### src/rtl/fb_pixel_writer_pkg.sv
// Shared framebuffer definitions: default geometry, writer state encoding, pixel entry layout.
// Used by fb_pixel_writer and fb_write_fifo (optional FB_WRITE_COALESCE_EN affects those files).
package fb_pkg;

  localparam int unsigned DEF_H_PIXELS = 800;
  localparam int unsigned DEF_V_PIXELS = 600;
  localparam int unsigned FILL_WORDS   = DEF_H_PIXELS * DEF_V_PIXELS / 2;

  localparam logic [3:0] BE_LO  = 4'b0011;
  localparam logic [3:0] BE_HI  = 4'b1100;
  localparam logic [3:0] BE_ALL = 4'b1111;

  typedef enum logic [1:0] {
    S_IDLE,
    S_WRITE,
    S_FILL
  } state_e;

  typedef struct packed {
    logic [15:0] x;
    logic [15:0] y;
    logic [15:0] color;
  } pix_entry_t;

  // Word-aligned byte address of the halfword holding pixel (x, y).
  function automatic logic [31:0] pix_word_addr(input logic [31:0] base,
                                                input pix_entry_t e,
                                                input int unsigned h_pixels);
    logic [31:0] off;
    off = ({16'd0, e.y} * h_pixels + {16'd0, e.x}) << 1;
    return base + {off[31:2], 2'b00};
  endfunction

endpackage

### src/rtl/fb_pixel_writer_fifo.sv
// Synchronous pixel FIFO with head peek; FB_WRITE_COALESCE_EN adds a second-entry
// peek and a pop-two request used for merging adjacent pixels.
module fb_write_fifo
  import fb_pkg::*;
#(
  parameter int unsigned DEPTH = 8
) (
  input  logic       clk,
  input  logic       reset,
  input  logic       push,
  input  pix_entry_t push_data,
  input  logic       pop,
`ifdef FB_WRITE_COALESCE_EN
  input  logic       pop_two,
  output pix_entry_t head_next,
  output logic       has_two,
`endif
  output logic       full,
  output logic       empty,
  output pix_entry_t head
);

  localparam int unsigned AW = (DEPTH > 1) ? $clog2(DEPTH) : 1;
  localparam logic [AW:0] DEPTH_CNT = (AW+1)'(DEPTH);

  logic [AW-1:0] wr_ptr_q, wr_ptr_d;
  logic [AW-1:0] rd_ptr_q, rd_ptr_d;
  logic [AW:0]   count_q, count_d;
  logic [AW:0]   pop_n;
  logic          push_ok;
  pix_entry_t    mem_q [DEPTH];

  always_comb begin
    empty = (count_q == '0);
    full  = (count_q == DEPTH_CNT);
    head  = mem_q[rd_ptr_q];
    pop_n = '0;
    if (pop && !empty) pop_n = (AW+1)'(1);
`ifdef FB_WRITE_COALESCE_EN
    head_next = mem_q[rd_ptr_q + AW'(1)];
    has_two   = (count_q >= (AW+1)'(2));
    if (pop_two && has_two) pop_n = (AW+1)'(2);
`endif
    // A pop in the same cycle frees a slot, so pushing while full is legal then.
    push_ok  = push && (!full || (pop_n != '0));
    wr_ptr_d = push_ok ? wr_ptr_q + AW'(1) : wr_ptr_q;
    rd_ptr_d = rd_ptr_q + pop_n[AW-1:0];
    count_d  = count_q + (AW+1)'(push_ok) - pop_n;
  end

  always_ff @(posedge clk) begin
    if (reset) begin
      wr_ptr_q <= '0;
      rd_ptr_q <= '0;
      count_q  <= '0;
    end else begin
      wr_ptr_q <= wr_ptr_d;
      rd_ptr_q <= rd_ptr_d;
      count_q  <= count_d;
    end
  end

  always_ff @(posedge clk) begin
    if (push_ok) mem_q[wr_ptr_q] <= push_data;
  end

endmodule

### src/rtl/fb_pixel_writer.sv
// Avalon-MM framebuffer write master: pixel stream to halfword writes, plus frame fill.
// Define FB_WRITE_COALESCE_EN to merge even/odd pixel pairs into one full-word write.
module fb_pixel_writer
  import fb_pkg::*;
#(
  parameter int unsigned H_PIXELS   = DEF_H_PIXELS,
  parameter int unsigned V_PIXELS   = DEF_V_PIXELS,
  parameter int unsigned FIFO_DEPTH = 8
) (
  input  logic        clk,
  input  logic        reset,
  input  logic [31:0] fb_addr,
  input  logic        pix_valid,
  output logic        pix_ready,
  input  logic [15:0] pix_x,
  input  logic [15:0] pix_y,
  input  logic [15:0] pix_color,
  input  logic        fill_start,
  input  logic [15:0] fill_color,
  output logic        busy,
  output logic        fill_done,
  output logic [31:0] master_address,
  output logic        master_write,
  output logic [31:0] master_writedata,
  output logic [3:0]  master_byteenable,
  input  logic        master_wait_request
);

  localparam logic [31:0] LAST_WORD = 32'(H_PIXELS * V_PIXELS / 2 - 1);

  state_e      state_q, state_d;
  logic [31:0] addr_q, addr_d;
  logic [31:0] data_q, data_d;
  logic [3:0]  be_q, be_d;
  logic        wr_q, wr_d;
  logic [31:0] fill_idx_q, fill_idx_d;
  logic [15:0] fill_color_q, fill_color_d;
  logic        fill_done_q, fill_done_d;
  logic        ready_q, ready_d;

  pix_entry_t  in_entry, head;
  logic        in_range, pix_acc;
  logic        fifo_push, fifo_pop, fifo_full, fifo_empty;
  logic [31:0] ld_addr, ld_data;
  logic [3:0]  ld_be;

`ifdef FB_WRITE_COALESCE_EN
  pix_entry_t  head_next, cand;
  logic        has_two, fifo_pop_two, merge_push, merge_ok;
`endif

  fb_write_fifo #(.DEPTH(FIFO_DEPTH)) u_fifo (
    .clk       (clk),
    .reset     (reset),
    .push      (fifo_push),
    .push_data (in_entry),
    .pop       (fifo_pop),
`ifdef FB_WRITE_COALESCE_EN
    .pop_two   (fifo_pop_two),
    .head_next (head_next),
    .has_two   (has_two),
`endif
    .full      (fifo_full),
    .empty     (fifo_empty),
    .head      (head)
  );

  always_comb begin
    in_entry  = '{x: pix_x, y: pix_y, color: pix_color};
    in_range  = (32'(pix_x) < H_PIXELS) && (32'(pix_y) < V_PIXELS);
    pix_ready = !reset && ready_q && !fifo_full && (state_q != S_FILL);
    pix_acc   = pix_valid && pix_ready;
    busy      = !fifo_empty || (state_q != S_IDLE);
    ld_addr   = pix_word_addr(fb_addr, head, H_PIXELS);
    ld_data   = {head.color, head.color};
    ld_be     = head.x[0] ? BE_HI : BE_LO;
`ifdef FB_WRITE_COALESCE_EN
    // Partner is the next FIFO entry, or the pixel arriving now if the head is alone.
    cand     = has_two ? head_next : in_entry;
    merge_ok = !head.x[0] && (has_two || (pix_acc && in_range)) &&
               (cand.y == head.y) && (cand.x == head.x + 16'd1);
`endif
  end

  always_comb begin
    state_d      = state_q;
    addr_d       = addr_q;
    data_d       = data_q;
    be_d         = be_q;
    wr_d         = wr_q;
    fill_idx_d   = fill_idx_q;
    fill_color_d = fill_color_q;
    fill_done_d  = 1'b0;
    ready_d      = 1'b1;
    fifo_pop     = 1'b0;
`ifdef FB_WRITE_COALESCE_EN
    fifo_pop_two = 1'b0;
    merge_push   = 1'b0;
`endif

    unique case (state_q)
      S_IDLE: begin
        if (!fifo_empty) begin
          fifo_pop = 1'b1;
          addr_d   = ld_addr;
          data_d   = ld_data;
          be_d     = ld_be;
          wr_d     = 1'b1;
          state_d  = S_WRITE;
`ifdef FB_WRITE_COALESCE_EN
          if (merge_ok) begin
            data_d = {cand.color, head.color};
            be_d   = BE_ALL;
            if (has_two) begin
              fifo_pop     = 1'b0;
              fifo_pop_two = 1'b1;
            end else begin
              merge_push = 1'b1;
            end
          end
`endif
        end else if (fill_start && !pix_acc) begin
          fill_color_d = fill_color;
          fill_idx_d   = '0;
          addr_d       = fb_addr;
          data_d       = {fill_color, fill_color};
          be_d         = BE_ALL;
          wr_d         = 1'b1;
          state_d      = S_FILL;
        end
      end

      S_WRITE: begin
        if (!master_wait_request) begin
          if (!fifo_empty) begin
            fifo_pop = 1'b1;
            addr_d   = ld_addr;
            data_d   = ld_data;
            be_d     = ld_be;
          end else begin
            wr_d    = 1'b0;
            state_d = S_IDLE;
          end
        end
      end

      S_FILL: begin
        if (!master_wait_request) begin
          if (fill_idx_q == LAST_WORD) begin
            wr_d        = 1'b0;
            fill_done_d = 1'b1;
            state_d     = S_IDLE;
          end else begin
            fill_idx_d = fill_idx_q + 32'd1;
            addr_d     = fb_addr + {fill_idx_d[29:0], 2'b00};
          end
        end
      end

      default: state_d = S_IDLE;
    endcase

`ifdef FB_WRITE_COALESCE_EN
    fifo_push = pix_acc && in_range && !merge_push;
`else
    fifo_push = pix_acc && in_range;
`endif
  end

  always_ff @(posedge clk) begin
    if (reset) begin
      state_q      <= S_IDLE;
      addr_q       <= '0;
      data_q       <= '0;
      be_q         <= '0;
      wr_q         <= 1'b0;
      fill_idx_q   <= '0;
      fill_color_q <= '0;
      fill_done_q  <= 1'b0;
      ready_q      <= 1'b0;
    end else begin
      state_q      <= state_d;
      addr_q       <= addr_d;
      data_q       <= data_d;
      be_q         <= be_d;
      wr_q         <= wr_d;
      fill_idx_q   <= fill_idx_d;
      fill_color_q <= fill_color_d;
      fill_done_q  <= fill_done_d;
      ready_q      <= ready_d;
    end
  end

  assign master_address    = addr_q;
  assign master_writedata  = data_q;
  assign master_byteenable = be_q;
  assign master_write      = wr_q;
  assign fill_done         = fill_done_q;

endmodule

### config.mk
export PLATFORM = sky130hd
export DESIGN_NAME = fb_pixel_writer
export DESIGN_NICKNAME = d
export VERILOG_FILES = /design/src/rtl/fb_pixel_writer_pkg.sv /design/src/rtl/fb_pixel_writer_fifo.sv /design/src/rtl/fb_pixel_writer.sv
export SDC_FILE = /design/constraint.sdc
export NUM_CORES = 1
export LEC_CHECK = 0
export BUFFER_PORTS_ARGS = -buffer_cell sky130_fd_sc_hd__clkbuf_2
export CAP_MARGIN = 20
export CORE_UTILIZATION = 35
export DETAILED_ROUTE_END_ITERATION = 7
export PLACE_DENSITY = 0.52
export SLEW_MARGIN = 20
export SYNTH_ARGS = -nofsm -noshare
export SYNTH_HDL_FRONTEND = slang
export SYNTH_HIERARCHICAL = 1
export SYNTH_SLANG_ARGS = --single-unit
### constraint.sdc
create_clock -name clk -period 10.7 [get_ports clk]
set_input_delay 1.07 -clock clk [delete_from_list [all_inputs] [get_ports clk]]
set_output_delay 1.07 -clock clk [all_outputs]
set_load 0.01 [all_outputs]
=== After elaboration in Yosys (flattened, before gate mapping) ===
Memories as Yosys holds them, arrays and structs flattened. A register that Yosys moved wholly into a read port is not among the register bits.
Index checks and enable logic that the tools add are counted.
Widths: inputs -> output; s select.

* Logic and storage cells: 112
* Memories kept: 1
* Bits of input ports: 101
* Bits in read-only memories: 0
* Output and inout bits: 72
* RAM bits: 384
* Latch bits: 0
* Flip-flop bits (word level): 115

* $lt $le $gt $ge: 2
* $add $sub $neg: 8
* Equality and inequality tests: 14
* Div/mod/pow operators: 0
* Multiply operators: 1
* Bitwise operators: 1
* Muxes and demuxes: 46
* Reductions and logical operators: 28
* Shift operators: 0

{| class="wikitable"
|+ Memory list
! name !! words !! width !! rd ports !! clocked after Yosys merged registers in !! write ports !! line !! RTL
|-
| u_fifo.mem_q || 8 || 48 || 1 || 1 || 1 || fb_pixel_writer_fifo.sv:31 || <nowiki>pix_entry_t mem_q [DEPTH];</nowiki>
|}

{| class="wikitable"
|+ Operator list
! kind !! number
|-
| $mux 32 || 14
|-
| $pmux 32 s2 || 2
|-
| $pmux 32 s3 || 1
|-
| $add 32x1->32 const B || 1
|-
| $add 32x28->32 || 1
|-
| $add 32x32->32 || 1
|-
| $eq 32x18->1 const B || 1
|-
| $lt 16x10->1 const B || 2
|-
| $add 26x16->27 || 1
|-
| $mul 16x5->21 const B || 1
|-
| $mux 4 || 5
|-
| $ne 2x2->1 const B || 9
|-
| $mux 1 || 13
|-
| $mux 2 || 6
|-
| $reduce_and 6->1 || 2
|-
| $reduce_and 5->1 || 2
|-
| $logic_and 1x1->1 || 9
|-
| $pmux 4 s2 || 1
|-
| $pmux 2 s3 || 1
|-
| $reduce_bool 2->1 || 3
|-
| $add 4x1->4 || 1
|-
| $eq 4x4->1 const B || 1
|-
| $logic_not 1->1 || 4
|-
| $logic_not 4->1 || 1
|-
| 16 further kinds || 17
|}

=== Longest topological paths before layout ===
Gate-level depths: netlist (run 1).

* Depth after elaboration: 11
* Depth in mapped cells: 33
* Gate-level depth less buffers: 30

=== Modules after synthesis ===
The synthesis (run 1) kept the hierarchy.

{| class="wikitable"
|+ Modules (own cells, without submodules)
! module !! instances !! area each (um^2) !! cells each !! sequential area each (um^2)
|-
| fb_write_fifo || 1 || 15366.0 || 639 || 11731.3
|-
| fb_pixel_writer || 1 || 9938.3 || 1299 || 1741.7
|}

=== Least setup slack after synthesis (run 1) ===
OpenSTA, ideal clock, no wires.

* Path kind: input -> register
* Start: in reset
* End: mem u_fifo/mem_q[0][0] (netlist bit), enable pin
* Slack: 2543 ps
* Data arrival time: 7585 ps
* Setup time: 572 ps
* Required time: 10128 ps
* Buffers on the path: 1
* Stages: 6
* Cell sequence: nor4b_1 -> nand2_1 -> a2111oi_0 -> clkbuf_1 -> nand2_1 -> nor4_1

* Longest elaborated chain between the ends: 9

{| class="wikitable"
|+ Ends and longest elaborated chain
! item !! line !! RTL
|-
| start, declared || fb_pixel_writer.sv:11 || <nowiki>input logic reset,</nowiki>
|-
| $logic_not 1->1 || fb_pixel_writer.sv:71 || <nowiki>pix_ready = !reset && ready_q && !fifo_full && (state_q != S_FILL);</nowiki>
|-
| $logic_and 1x1->1 (3 in a row) || fb_pixel_writer.sv:71 ||
|-
| $logic_and 1x1->1 || fb_pixel_writer.sv:72 || <nowiki>pix_acc = pix_valid && pix_ready;</nowiki>
|-
| $logic_and 1x1->1 || fb_pixel_writer.sv:166 || <nowiki>fifo_push = pix_acc && in_range;</nowiki>
|-
| named net fifo_push || fb_pixel_writer.sv:43 || <nowiki>logic fifo_push, fifo_pop, fifo_full, fifo_empty;</nowiki>
|-
| $logic_and 1x1->1 || fb_pixel_writer_fifo.sv:45 || <nowiki>push_ok = push && (!full || (pop_n != '0));</nowiki>
|-
| $mux 1 || fb_pixel_writer_fifo.sv:64 || <nowiki>if (push_ok) mem_q[wr_ptr_q] <= push_data;</nowiki>
|-
| $mux 1 (not written as such) || fb_pixel_writer_fifo.sv:64 ||
|-
| end, declared || fb_pixel_writer_fifo.sv:31 ||
|}

The timed path passes the listed nets, and every way through them passes these cells.

==> results of run 1 <==
-- worst max path at each step --
| stage | start | end | cells after the start |
|---|---|---|---|
| global placement | u_fifo/rd_ptr_q[1] | master_address[29] | 27 |
| detailed placement | u_fifo/rd_ptr_q[1] | master_address[30] | 27 |
| finish | u_fifo/rd_ptr_q[1] | master_address[30] | 27 |
| CTS | u_fifo/rd_ptr_q[1] | master_address[30] | 27 |
| floorplan | reset | u_fifo/mem_q[0][0] | 6 |
| global route | u_fifo/rd_ptr_q[1] | master_address[29] | 27 |
-- worst register-to-register path: stages (launching register included) --
cell and delay, ns:
sky130_fd_sc_hd__dfxtp_4 0.83, sky130_fd_sc_hd__buf_4 0.56, sky130_fd_sc_hd__mux4_1 0.64, sky130_fd_sc_hd__mux2_4 0.35, sky130_fd_sc_hd__ha_1 0.30, sky130_fd_sc_hd__ha_1 0.28
sky130_fd_sc_hd__inv_1 0.06, sky130_fd_sc_hd__fa_1 0.49, sky130_fd_sc_hd__inv_1 0.04, sky130_fd_sc_hd__ha_1 0.33, sky130_fd_sc_hd__o21a_1 0.23, sky130_fd_sc_hd__o21ai_0 0.33
sky130_fd_sc_hd__a2bb2oi_1 0.29, sky130_fd_sc_hd__nand3b_1 0.14, sky130_fd_sc_hd__a21oi_1 0.19, sky130_fd_sc_hd__xnor2_1 0.22, sky130_fd_sc_hd__nand4_1 0.22, sky130_fd_sc_hd__nor3_1 0.27
sky130_fd_sc_hd__xnor2_1 0.16, sky130_fd_sc_hd__ha_1 0.31, sky130_fd_sc_hd__a21o_1 0.20, sky130_fd_sc_hd__a2111oi_0 0.50, sky130_fd_sc_hd__nor3_1 0.16, sky130_fd_sc_hd__nand2_1 0.09
sky130_fd_sc_hd__o31ai_1 0.15, sky130_fd_sc_hd__and3_1 0.22, sky130_fd_sc_hd__nor3_1 0.18, sky130_fd_sc_hd__o22ai_1 0.10
-- stage by stage --
| step | util, % | worst slack [ns] |
|---|---|---|
| 3_5_place_dp | 37.9 | 2.79 |
| 3_3_place_gp | 37.9 | 2.95 |
| 2_1_floorplan | - | 2.54 |
| 5_1_grt | 40.5 | 2.15 |
| 4_1_cts | 40.5 | 2.80 |
| 6_report | 40.5 | 2.79 |
-- cells in the final DEF (no fill, tap or decap), types with 55 or more instances in the layout --
master	n
sky130_fd_sc_hd__nor2_1	132
sky130_fd_sc_hd__clkbuf_16	55
sky130_fd_sc_hd__xnor2_1	71
sky130_fd_sc_hd__inv_1	79
sky130_fd_sc_hd__a21oi_1	107
sky130_fd_sc_hd__o21ai_0	79
sky130_fd_sc_hd__nand2_1	110
sky130_fd_sc_hd__mux4_2	72
sky130_fd_sc_hd__ha_1	131
sky130_fd_sc_hd__edfxtp_1	384
sky130_fd_sc_hd__dfxtp_1	94
sky130_fd_sc_hd__clkbuf_2	171
-- cells by family (layout without fill, tap and decap cells) --
family | after synthesis | count (layout) | share of synthesized area, %
xor+xnor | 112 | 112 | 3.88
flops | 481 | 481 | 53.2
simple gates | 449 | 449 | 8.64
mux | 172 | 172 | 12.8
buf+inv | 178 | 379 | 3.37
compound gates | 400 | 400 | 10.4
fa+ha+maj | 146 | 146 | 7.66
other cells | 0 | 2 | 0
-- sequential cells by signal, indices dropped and copies added, names as in the netlist, 3 cells and up --
register and cells:
master_address 32, u_fifo/mem_q 384, fill_idx_q 32, u_fifo/rd_ptr_q 3
u_fifo/wr_ptr_q 3, u_fifo/count_q 4, master_writedata 16
-- synth_stat cells, types with 14 or more instances --
cell | instances | area (sq um)
sky130_fd_sc_hd__xnor2_1 | 71 | 622
sky130_fd_sc_hd__fa_1 | 15 | 300
sky130_fd_sc_hd__clkbuf_1 | 56 | 210
sky130_fd_sc_hd__xor2_1 | 41 | 359
sky130_fd_sc_hd__inv_1 | 79 | 297
sky130_fd_sc_hd__a22oi_1 | 15 | 113
sky130_fd_sc_hd__mux4_1 | 24 | 631
sky130_fd_sc_hd__nand3_1 | 36 | 180
sky130_fd_sc_hd__mux4_2 | 72 | 1620
sky130_fd_sc_hd__a211oi_1 | 35 | 263
sky130_fd_sc_hd__a21o_1 | 30 | 225
sky130_fd_sc_hd__mux2_4 | 40 | 601
sky130_fd_sc_hd__o21ai_0 | 79 | 395
sky130_fd_sc_hd__and3_1 | 19 | 119
sky130_fd_sc_hd__buf_2 | 14 | 70.1
sky130_fd_sc_hd__buf_4 | 20 | 150
sky130_fd_sc_hd__nor2_1 | 135 | 507
sky130_fd_sc_hd__nor3_1 | 37 | 185
sky130_fd_sc_hd__dfxtp_1 | 97 | 1940
sky130_fd_sc_hd__nand2_1 | 111 | 417
sky130_fd_sc_hd__edfxtp_1 | 384 | 11500
sky130_fd_sc_hd__a21oi_1 | 108 | 541
sky130_fd_sc_hd__mux2i_1 | 25 | 250
sky130_fd_sc_hd__ha_1 | 131 | 1640
-- cell type report --
cell class              count  area share (%)
flip-flops and latches    481            46.6
multi-input cells        1279            38.3
clock buffers              72            5.12
well taps                 950            4.11
repair buffers            201            3.74
clock inverters            27            1.12
inverters                  79            1.03
diodes                      2          0.0173
-- routing by layer --
metal	global-route usage, %	vias up	share of wire [%]
met1	24.2	8304	44
met2	30.5	408	48
met4	4.07	10	2.1
met3	3.50	110	5.6
met5	0	-	0.10
li1	-	7763	-
==> results.toml, run 1 <==
[detailed_routing]
per_cell_routed_wire_length_um = 21.7
drt_wl_total_um = 67000
remaining_drc_errors = 0
detail-route-antenna-nets = 0
drt_first_pass_iters = 5
detail_route.iter0.violations = 1105
vias = 16600
post_drt_via_cell_ratio = 5.37

[finish]
nNetsFinal = 2343
fin_cells = 3091
finish.instance_area_sq_um = 28900
area.growth.synth_to_final_pct = 14.3
fillerInstances = 6671
layout-drive-gt1-share_pct = 20.9
multi_input_gate_area_in_the_final_layout_sq_um = 11100
register_area_sq_um = 13500

[setup_path]
critical_path.reg2reg.endpoint = "master_address[30]"
crit_top_cell = "sky130_fd_sc_hd__ha_1"
worstPathMaxFanout = 37
crit_path_top_delay_cell = "sky130_fd_sc_hd__dfxtp_4"
timing.rr.start = "u_fifo/rd_ptr_q[1]"
cp_data_arrival_time_ns = 8.42
reg2reg_slack_ns = 2.79
timing.setup.critical_path_class = "reg2reg"
crit_path_end_kind = "flip-flop"
worst-endpoint-required_ns = 11.21
buf_inv_on_cp = 3
critical_path.top_delay_family = "compound AO/OA/AOI/OAI gates"
startpoint_class_of_the_critical_path = "flip-flop"
cp_slowest_stage_delay_ns = 0.83
worst_r2r_path_depth = 27

[sta]
timing.final.hold_violations = 0
hold_ws_ns = 0.456
skew_ns = 0.0424
fmaxAchievable_ghz = 0.126
drv_slew = 0
timing_worst_slew_pin_value_ns = 1.09
min_period_over_period_pct = 73.9
relSlewSlack_pct = 26.3
unrepaired_setup_endpoints_after_global_routing = "no"
final.setup.tns_ns = 0
final-setup-viol-count = 0
post-route-min-period_ns = 7.91

[floorplan]
die_h_um = 271
placement_rows = 98
ios = 173
die_x_extent_um = 271
initial_core_utilization_pct = 35.4
die-area_sq_um = 73400
design.core.area_sq_um = 71500

[clock_tree]
number_of_buffers_on_the_longest_clock_path = 3
cts-hold-fix-buffers = 0
cts.clk_slew.worst_paths_ns = 0.06
root_buffer = "sky130_fd_sc_hd__clkbuf_16"
cts_setup_buffers = 0
ctsResizeCount = 0
cts_made_buffers = 54
h-tree-depth = 2
tritoncts = "done"
clock_sinks = 481
insertion_delay_ns = 0.63

[logic_synthesis]
number_of_distinct_library_cells_after_synthesis = 88
synth.yosys.warnings = 6
postSynth.asyncResetShare_pct = 0
synthesis.area_per_instance_sq_um = 13.1
dominantRegCellSynth = "sky130_fd_sc_hd__edfxtp_1"
ys_seq_elements = 481
postSynthNetCount = 2185
synth_seq_area_share_pct = 53.2
syn_area_sq_um = 25300
number_of_enable_flip_flop_cells_after_synthesis = 384
mapped_cells = 1938

[global_route]
grt-ovfl-total = 0
global_route.usage.total_pct = 18.2
grt_first_pass_wirelength_um = 103000
number_of_global_route_vias_before_repair = 16700
grt_start_max_net_pins = 85
antenna_found_initial = 9

[job]
cap_violations = 0

[place]
dpl-instance-area_sq_um = 27100
placedCellCount = 2990
port_buffers = 172
finalWeightedCongestion = 0.877
detailedPlacementHpwl_um = 45700

[min_path]
class_of_the_worst_hold_path = "reg2reg"
whs_endpoint = "master_address[14]"
timing.hold.worst_path_depth = 2
min-delay-start = "master_address[14]"

[status]
run_status = "finished clean"
Power of run 1 is not shown: default switching activity piles up to over one toggle a cycle in this logic, so the estimate is an artifact.
==> run 2, diff against run 1 <==
==> constraint.sdc (replaced) <==
create_clock -name clk -period 7.7 [get_ports clk]
set_input_delay 0.77 -clock clk [delete_from_list [all_inputs] [get_ports clk]]
set_output_delay 0.77 -clock clk [all_outputs]
set_load 0.01 [all_outputs]
==> results.toml, run 2 (synthesized netlist as in run 1, its figures left out) <==
[clock_tree]
cts_made_buffers = 55
cts.clk_slew.worst_paths_ns = 0.06
number_of_buffers_on_the_longest_clock_path = 3
insertion_delay_ns = 0.63
cts-hold-fix-buffers = 0
h-tree-depth = 2
tritoncts = "done"
root_buffer = "sky130_fd_sc_hd__clkbuf_16"
clock_sinks = 481

[setup_path]
reg2reg_slack_ns = 0.43
critical_path.reg2reg.endpoint = "master_address[30]"
startpoint_class_of_the_critical_path = "flip-flop"
crit_start = "u_fifo/rd_ptr_q[1]"
crit_path_end_kind = "flip-flop"
worst-endpoint-required_ns = 8.18
timing.rr.start = "u_fifo/rd_ptr_q[1]"
worst_r2r_path_depth = 27
worstPathMaxFanout = 15
timing.setup.critical_path_class = "reg2reg"
worst_setup_path_endpoint = "master_address[30]"
cp_data_arrival_time_ns = 7.75

[floorplan]
die-area_sq_um = 73400
initial_core_utilization_pct = 35.4
die_h_um = 271
die_x_extent_um = 271
placement_rows = 98
design.core.area_sq_um = 71500
ios = 173

[min_path]
class_of_the_worst_hold_path = "in2reg"

[finish]
area.growth.synth_to_final_pct = 15.0
largest-register = "u_fifo/mem_q"
layout-drive-gt1-share_pct = 21.2
finish.instance_area_sq_um = 29100
final_common_cell = "sky130_fd_sc_hd__edfxtp_1"
nNetsFinal = 2354
fillerInstances = 6641
highest_count_cells_in_the_layout_ignoring_fill_and_taps = "sky130_fd_sc_hd__edfxtp_1, sky130_fd_sc_hd__clkbuf_2, sky130_fd_sc_hd__nor2_1"
largest_reg_flops = 384

[sta]
hold_ws_ns = 0.398
timing.final.hold_violations = 0
drv_slew = 0
skew_ns = 0.0405
min_period_over_period_pct = 94.5
fin_ws_ns = 0.427
unrepaired_setup_endpoints_after_global_routing = "no"
post-route-min-period_ns = 7.27
timing_worst_slew_pin_value_ns = 1.01
fmaxAchievable_ghz = 0.137
relSlewSlack_pct = 32.0
final-setup-viol-count = 0

[global_route]
grt_start_max_net_pins = 71
antenna_found_initial = 8
global_route.usage.total_pct = 18.1
grt-ovfl-total = 0
number_of_global_route_vias_before_repair = 16500
grt_first_pass_wirelength_um = 102000

[detailed_routing]
per_cell_routed_wire_length_um = 21.6
drt_first_pass_iters = 5
vias = 16600
detail_route.iter0.violations = 1316
post_drt_via_cell_ratio = 5.35
remaining_drc_errors = 0
detail-route-antenna-nets = 0
drt_wl_total_um = 67000

[job]
cap_violations = 0

[place]
dpl_worst_slack_ns = 0.335
dpl-instance-area_sq_um = 27200
finalWeightedCongestion = 0.883
port_buffers = 172
detailedPlacementHpwl_um = 46100

[status]
run_status = "finished clean"
-- run 2: worst min path at each step --
| stage | cells after the start | slack (ns) | endpoint | start |
|---|---|---|---|---|
| 2_1_floorplan | 2 | 0.47 | state_q[0] | state_q[0] |
| 3_3_place_gp | 2 | 0.44 | master_address[1] | master_address[1] |
| 3_5_place_dp | 2 | 0.45 | master_address[6] | master_address[6] |
| 4_1_cts | 3 | 0.37 | master_address[1] | fb_addr[1] |
| 5_1_grt | 3 | 0.38 | master_address[1] | fb_addr[1] |
| 6_report | 3 | 0.40 | master_address[1] | fb_addr[1] |
-- run 2: repair_timing --
action                     4_1_cts  5_1_grt
resized for setup                0        4
setup endpoints to repair        0        4
buffers inserted                 0        6
-- run 2: layer usage --
layer  track usage (%)  up-vias  routed length, um
met2              29.7      412              31700
li1                  -     7812                  -
met3              3.59      105               3900
met4              4.79        6               1610
met1              24.3     8275              29700
met5                 0        -                 36
-- run 2: final cells by class --
type	count	area (sq um)	area share [%]
diodes	2	5.00	0.0172
clock inverters	28	348	1.20
repair buffers	211	1180	4.06
flip-flops and latches	481	13500	46.3
well taps	950	1190	4.09
clock buffers	76	1510	5.17
multi-input cells	1279	11100	38.1
inverters	79	297	1.02
-- run 2: critical path, cell delays in order (launching register included) --
cell and delay [ns]:
sky130_fd_sc_hd__dfxtp_4 0.51, sky130_fd_sc_hd__mux4_1 0.60, sky130_fd_sc_hd__mux2_4 0.32, sky130_fd_sc_hd__ha_1 0.30
sky130_fd_sc_hd__ha_1 0.30, sky130_fd_sc_hd__ha_1 0.33, sky130_fd_sc_hd__fa_1 0.50, sky130_fd_sc_hd__a21o_1 0.20
sky130_fd_sc_hd__a21oi_1 0.17, sky130_fd_sc_hd__xnor2_1 0.14, sky130_fd_sc_hd__ha_1 0.31, sky130_fd_sc_hd__nor2b_1 0.16
sky130_fd_sc_hd__a311o_1 0.36, sky130_fd_sc_hd__o31ai_2 0.29, sky130_fd_sc_hd__and4bb_2 0.31, sky130_fd_sc_hd__nand2_1 0.07
sky130_fd_sc_hd__nor2_1 0.04, sky130_fd_sc_hd__xnor2_1 0.14, sky130_fd_sc_hd__ha_1 0.36, sky130_fd_sc_hd__a21o_1 0.22
sky130_fd_sc_hd__a21o_1 0.19, sky130_fd_sc_hd__a2111oi_0 0.44, sky130_fd_sc_hd__nor3_1 0.14, sky130_fd_sc_hd__nand2_1 0.09
sky130_fd_sc_hd__o31ai_1 0.13, sky130_fd_sc_hd__and3_1 0.21, sky130_fd_sc_hd__nor3_1 0.16, sky130_fd_sc_hd__o22ai_1 0.10
-- run 2: stage by stage --
stage / TNS, ns / instances / utilization [%]
global route: 0 / 3104 / 40.7
finish: 0 / 3106 / 40.7
CTS: 0 / 3098 / 40.6
detailed placement: 0 / 2994 / 38.0
floorplan: -21.18 / 1938 / -
global placement: 0 / 2994 / 38.0
Power of run 2 is left out for the same reason.
